**config.mk**
```make
export PLATFORM = sky130hd
export DESIGN_NAME = jk_universal_reg_flat
export DESIGN_NICKNAME = d
export VERILOG_FILES = /design/src/rtl/jk_universal_reg_if.sv /design/src/rtl/jk_universal_reg.sv /design/src/flat_wrapper.sv
export SDC_FILE = /design/constraint.sdc
export NUM_CORES = 1
export LEC_CHECK = 0
export CORE_MARGIN = 2
export CORE_UTILIZATION = 28
export DETAILED_ROUTE_END_ITERATION = 8
export PLACE_DENSITY = 0.51
export SLEW_MARGIN = 20
export SYNTH_ARGS = -nofsm -noshare
export SYNTH_HDL_FRONTEND = slang
export SYNTH_SLANG_ARGS = --single-unit
```
**constraint.sdc**
```tcl
create_clock -name clk -period 3.47 [get_ports clk]
set_input_delay 0.694 -clock clk [delete_from_list [all_inputs] [get_ports clk]]
set_output_delay 0.694 -clock clk [all_outputs]
set_load 0.02 [all_outputs]
```
**src/rtl/jk_universal_reg_if.sv**
```systemverilog
// Bus bundle for jk_universal_reg: control/data inputs and register outputs.
interface jk_universal_reg_if #(
    parameter int unsigned WIDTH = 4
);
    logic             en;
    logic [2:0]       mode;
    logic [WIDTH-1:0] J;
    logic [WIDTH-1:0] K;
    logic             ser_in;
    logic [WIDTH-1:0] Q;
    logic             tc;
    logic             wrap;

    modport master (
        output en, mode, J, K, ser_in,
        input  Q, tc, wrap
    );

    modport slave (
        input  en, mode, J, K, ser_in,
        output Q, tc, wrap
    );
endinterface

```
**src/rtl/jk_universal_reg.sv**
```systemverilog
// Universal register: per-bit JK, parallel load, modulo up/down count, shift and rotate.
module jk_universal_reg #(
    parameter int unsigned     WIDTH     = 4,
    parameter logic [WIDTH-1:0] MAX_COUNT = {WIDTH{1'b1}}
) (
    input  logic              clk,
    input  logic              reset,
    jk_universal_reg_if.slave bus
);

    typedef enum logic [2:0] {
        MODE_HOLD  = 3'b000,
        MODE_JK    = 3'b001,
        MODE_LOAD  = 3'b010,
        MODE_UP    = 3'b011,
        MODE_DOWN  = 3'b100,
        MODE_SHL   = 3'b101,
        MODE_SHR   = 3'b110,
        MODE_ROL   = 3'b111
    } mode_e;

    mode_e            mode_s;
    logic [WIDTH-1:0] q_q;
    logic [WIDTH-1:0] q_d;
    logic             wrap_q;
    logic             wrap_d;

    assign mode_s = mode_e'(bus.mode);

    // Next-state and wrap-pulse decode; en=0 holds Q and clears wrap.
    always_comb begin
        q_d    = q_q;
        wrap_d = 1'b0;
        if (bus.en) begin
            unique case (mode_s)
                MODE_HOLD: q_d = q_q;
                MODE_JK:   q_d = (bus.J & ~q_q) | (~bus.K & q_q);
                MODE_LOAD: q_d = bus.J;
                MODE_UP: begin
                    // Out-of-range values also wrap to zero.
                    if (q_q >= MAX_COUNT) begin
                        q_d    = '0;
                        wrap_d = 1'b1;
                    end else begin
                        q_d = q_q + WIDTH'(1);
                    end
                end
                MODE_DOWN: begin
                    if (q_q == '0) begin
                        q_d    = MAX_COUNT;
                        wrap_d = 1'b1;
                    end else if (q_q > MAX_COUNT) begin
                        q_d = MAX_COUNT;
                    end else begin
                        q_d = q_q - WIDTH'(1);
                    end
                end
                MODE_SHL:  q_d = {q_q[WIDTH-2:0], bus.ser_in};
                MODE_SHR:  q_d = {bus.ser_in, q_q[WIDTH-1:1]};
                MODE_ROL:  q_d = {q_q[WIDTH-2:0], q_q[WIDTH-1]};
                default:   q_d = q_q;
            endcase
        end
    end

    always_ff @(posedge clk) begin
        if (reset) begin
            q_q    <= '0;
            wrap_q <= 1'b0;
        end else begin
            q_q    <= q_d;
            wrap_q <= wrap_d;
        end
    end

    // Terminal count looks at the current mode and Q only, regardless of en.
    assign bus.tc   = ((mode_s == MODE_UP)   && (q_q == MAX_COUNT)) ||
                      ((mode_s == MODE_DOWN) && (q_q == '0));
    assign bus.Q    = q_q;
    assign bus.wrap = wrap_q;

endmodule

```
**src/flat_wrapper.sv**
```systemverilog
// flat-port wrapper written by rule: the top's interface ports become plain ports
module jk_universal_reg_flat 
#(
    parameter int unsigned     WIDTH     = 4,
    parameter logic [WIDTH-1:0] MAX_COUNT = {WIDTH{1'b1}}
)
  (clk, reset, bus_en, bus_mode, bus_J, bus_K, bus_ser_in, bus_Q, bus_tc, bus_wrap);
  jk_universal_reg_if #(.WIDTH(WIDTH)) bus_i ();
  input  logic clk;
  input  logic reset;
  input wire logic [$bits(bus_i.en)-1:0] bus_en;
  input wire logic [$bits(bus_i.mode)-1:0] bus_mode;
  input wire logic [$bits(bus_i.J)-1:0] bus_J;
  input wire logic [$bits(bus_i.K)-1:0] bus_K;
  input wire logic [$bits(bus_i.ser_in)-1:0] bus_ser_in;
  output wire logic [$bits(bus_i.Q)-1:0] bus_Q;
  output wire logic [$bits(bus_i.tc)-1:0] bus_tc;
  output wire logic [$bits(bus_i.wrap)-1:0] bus_wrap;
  assign bus_i.en = bus_en;
  assign bus_i.mode = bus_mode;
  assign bus_i.J = bus_J;
  assign bus_i.K = bus_K;
  assign bus_i.ser_in = bus_ser_in;
  assign bus_Q = bus_i.Q;
  assign bus_tc = bus_i.tc;
  assign bus_wrap = bus_i.wrap;
  jk_universal_reg #(.WIDTH(WIDTH), .MAX_COUNT(MAX_COUNT)) u_core (.clk(clk), .reset(reset), .bus(bus_i));
endmodule
```
==> flow_summary.json <==
{
  "antennaDiodeCount": 0,
  "cts_setup_buffers": 0,
  "layout-area-overhead-vs-synth_pct": 37.9,
  "ctsHtreeMaxLevel": 1,
  "setup_viol_count_final": 0,
  "power_switching_share_pct": 34.0,
  "clock_power_share_pct": 28.6,
  "synth-compound-area-share_pct": 36.9,
  "area_enclosed_by_the_die_boundary_um2": 2610,
  "detailroute.via_count": 688,
  "clkSlewWorstSetupHoldPaths_ns": 0.04,
  "first_global_vias": 672,
  "dp_hpwl_um": 1350,
  "crit_path_max_fanout": 3,
  "num_ports": 21,
  "post_cts_hold_buffer_count": 0,
  "p_seq_share_pct": 32.2,
  "period_share_pct": 89.3,
  "synthFlopType": "sky130_fd_sc_hd__dfxtp_1",
  "postSynthCellCount": 86,
  "end_kind": "output pin",
  "detail_route.vias_per_cell": 5.17,
  "worst_ep_arrival_time_ns": 2.40,
  "core_region_area_um2": 2150,
  "pwr_density_cell_nw_per_um2": 271,
  "max_slew.worst_pin.slew_ns": 0.402,
  "synth.yosys.seq_area_share_pct": 16.1,
  "cts_root_buf": "sky130_fd_sc_hd__clkbuf_4",
  "critPathLaunchType": "primary input",
  "skew_ns": 0.000915,
  "number_of_remaining_drc_errors": 0,
  "std_cell_rows": 17,
  "grt_use_met2_pct": 22.7,
  "floorplan.initialDensity_pct": 28.9,
  "synth_cell_type_count": 41,
  "critical_path_buf_inv_count": 2,
  "setup_tns_final_ns": 0,
  "worst_ir_drop_vdd_mv": 0.0940,
  "cap_viol_max_count": 0,
  "use_met1_pct": 23.8,
  "floorplan.die.width_um": 51.1,
  "pwr-share-comb_pct": 39.2,
  "crit_path_frequent_cell": "sky130_fd_sc_hd__clkdlybuf4s50_1",
  "run_status": "complete, no violations",
  "cts_buffers": 3,
  "syn_nets": 103,
  "cellLeakagePower_nw": 0.308,
  "synth_seq_cells": 5,
  "die_y_um": 51.1,
  "grt_pass1_wl_um": 3190,
  "min-delay-path-class": "register to register",
  "grt-ovfl-total": 0,
  "cts.sink_count": 5,
  "grt.total_usage_pct": 16.1,
  "place.gp.congestion": 0.896,
  "slew_margin_rel_pct": 73.2,
  "crit_path_max_incr_delay_ns": 0.67,
  "drt_wl_total_um": 1770,
  "fin_crit_ns": 3.10,
  "netSwitchingPower_mw": 0.0786,
  "postSynth.asyncResetShare_pct": 0,
  "drive_above_1_share_pct": 10.5,
  "clock_insertion_delay_at_the_later_pin_of_the_skew_report_ns": 0.24,
  "syn_area_um2": 621,
  "io_buffers": 20,
  "detail_route.first_pass.iterations": 4,
  "finalNetCount": 123,
  "final_util_pct": 39.8,
  "slowest_stage": "sky130_fd_sc_hd__clkdlybuf4s50_1",
  "synthXorXnorAreaFrac_pct": 0,
  "post_cts.resized_instances": 0,
  "final.fill_count": 232,
  "timing_hold_violations_final": 0,
  "synthesis.yosys.warnings": 0,
  "rsz_0062_raised_after_global_routing": "false",
  "criticalPathCategory": "primary input to output pin",
  "cp_cell_sequence": "clkdlybuf4s50_1, nor3b_1, nand3_1, o21ai_0, clkdlybuf4s50_1",
  "grt_busiest_layer": "met1",
  "report.power.total_mw": 0.232,
  "synth_adder_area_share_pct": 4.03,
  "number_of_synthesized_flops_with_an_enable_pin": 0,
  "grt_start_max_net_pins": 18,
  "synth_area_in_simple_gates_pct": 28.6,
  "cts_tree": "built",
  "path_delay_family": "buffers and inverters",
  "yosys-mux-area-fraction_pct": 1.81,
  "worst-endpoint-required_ns": 2.78,
  "timing.fmax_mhz": 323,
  "slew_violations": 0,
  "synthesized_area_per_cell_um2": 7.22,
  "ctsLongestPathBuffers": 2,
  "globalRouteMet3Util_pct": 1.75,
  "drt-wirelength-per-cell_um": 13.3,
  "p_int_mw": 0.153,
  "detail_route.iter0.violations": 16,
  "final_antenna_net_count": 0,
  "antenna_violations_before_repair": 0,
  "largest_family_of_logic_cells_by_synthesized_area": "compound AO/OA/AOI/OAI gates"
}
cell type report:
type                    instances  area, um2  share of cell area [%]
clock buffers                   4       26.3                    3.07
inverters                       7       28.8                    3.36
multi-input cells              66        443                    51.8
flip-flops and latches          5        100                    11.7
well taps                      28       35.0                    4.09
repair buffers                 23        223                    26.0
worst reg2reg max path: stages (launching register included):
cell and delay (ns):
sky130_fd_sc_hd__dfxtp_1 0.55, sky130_fd_sc_hd__inv_1 0.11, sky130_fd_sc_hd__or4_1 0.52, sky130_fd_sc_hd__a21o_1 0.18, sky130_fd_sc_hd__a311oi_2 0.25
layer usage:
metal / wire (um) / share of wire, %
met4: 15 / 0.85
met1: 902 / 51
met5: 0 / 0
met2: 801 / 45
met3: 52 / 2.9
power groups by stage:
stage,logic [mW],clock network (mW),registers [mW]
floorplan,0.0567,0,0.0725
global placement,0.0900,0,0.0759
detailed placement,0.0902,0,0.0758
CTS,0.0904,0.0693,0.0747
global route,0.101,0.0715,0.0763
finish,0.0909,0.0662,0.0745
metrics by stage:
stage | hold slack [ns] | cells | setup slack (ns) | instance area [um2]
2_1_floorplan | 0.642 | 86 | 1.18 | 621
3_3_place_gp | 0.659 | 129 | 0.384 | 830
3_5_place_dp | 0.674 | 129 | 0.389 | 830
4_1_cts | 0.678 | 133 | 0.381 | 856
5_1_grt | 0.732 | 133 | 0.244 | 856
6_report | 0.662 | 133 | 0.372 | 856
sequential cells by signal, indices dropped and copies added, names as in the netlist:
name / count
u_core.bus.wrap: 1
u_core.bus.Q: 4
cell usage after synthesis, drive strengths merged, types with 2 or more instances:
master / count / area, um2
a21oi: 8 / 40.0
a221oi: 3 / 26.3
buf: 6 / 41.3
clkbuf: 2 / 7.51
dfxtp: 5 / 100
ha: 2 / 25.0
inv: 7 / 28.8
nand2: 6 / 22.5
nand2b: 2 / 12.5
nand3: 4 / 20.0
nand3b: 2 / 15.0
nor2: 5 / 18.8
nor2b: 2 / 12.5
nor3b: 2 / 15.0
o211ai: 2 / 15.0
o21ai: 7 / 35.0
final timing paths:
check,slack (ns),cells past startpoint,end,from
max,0.37,5,bus_tc,bus_mode[2]
max reg2reg,1.78,4,u_core.bus.Q[3]$_SDFFE_PP0P_,u_core.bus.Q[0]$_SDFFE_PP0P_
min,0.66,2,u_core.bus.Q[1]$_SDFFE_PP0P_,u_core.bus.Q[1]$_SDFFE_PP0P_
min reg2reg,0.66,2,u_core.bus.Q[1]$_SDFFE_PP0P_,u_core.bus.Q[1]$_SDFFE_PP0P_
kinds of logic (layout without fill, tap and decap cells):
| group | after synthesis | count (layout) |
|---|---|---|
| and+or+nand+nor | 30 | 30 |
| buffers and inverters | 15 | 34 |
| AOI/OAI and AO/OA | 33 | 33 |
| adders and majority gates | 2 | 2 |
| muxes | 1 | 1 |
| DFF | 5 | 5 |
cells in the final DEF (no fill, tap or decap), types with 2 or more instances in the layout:
master | Yosys | layout
sky130_fd_sc_hd__clkdlybuf4s50_1 | 0 | 20
sky130_fd_sc_hd__a21oi_1 | 8 | 8
sky130_fd_sc_hd__o21ai_0 | 7 | 7
sky130_fd_sc_hd__nand2_1 | 6 | 6
sky130_fd_sc_hd__nor2_1 | 5 | 5
sky130_fd_sc_hd__inv_1 | 5 | 5
sky130_fd_sc_hd__dfxtp_1 | 5 | 5
sky130_fd_sc_hd__nand3_1 | 4 | 4
sky130_fd_sc_hd__a221oi_1 | 3 | 3
sky130_fd_sc_hd__clkbuf_4 | 0 | 3
sky130_fd_sc_hd__buf_4 | 0 | 3
sky130_fd_sc_hd__nand3b_1 | 2 | 2
sky130_fd_sc_hd__nor3b_1 | 2 | 2
sky130_fd_sc_hd__o211ai_1 | 2 | 2
sky130_fd_sc_hd__nor2b_1 | 2 | 2
sky130_fd_sc_hd__nand2b_1 | 2 | 2
sky130_fd_sc_hd__ha_1 | 2 | 2
(Power assumes the default switching activity.)
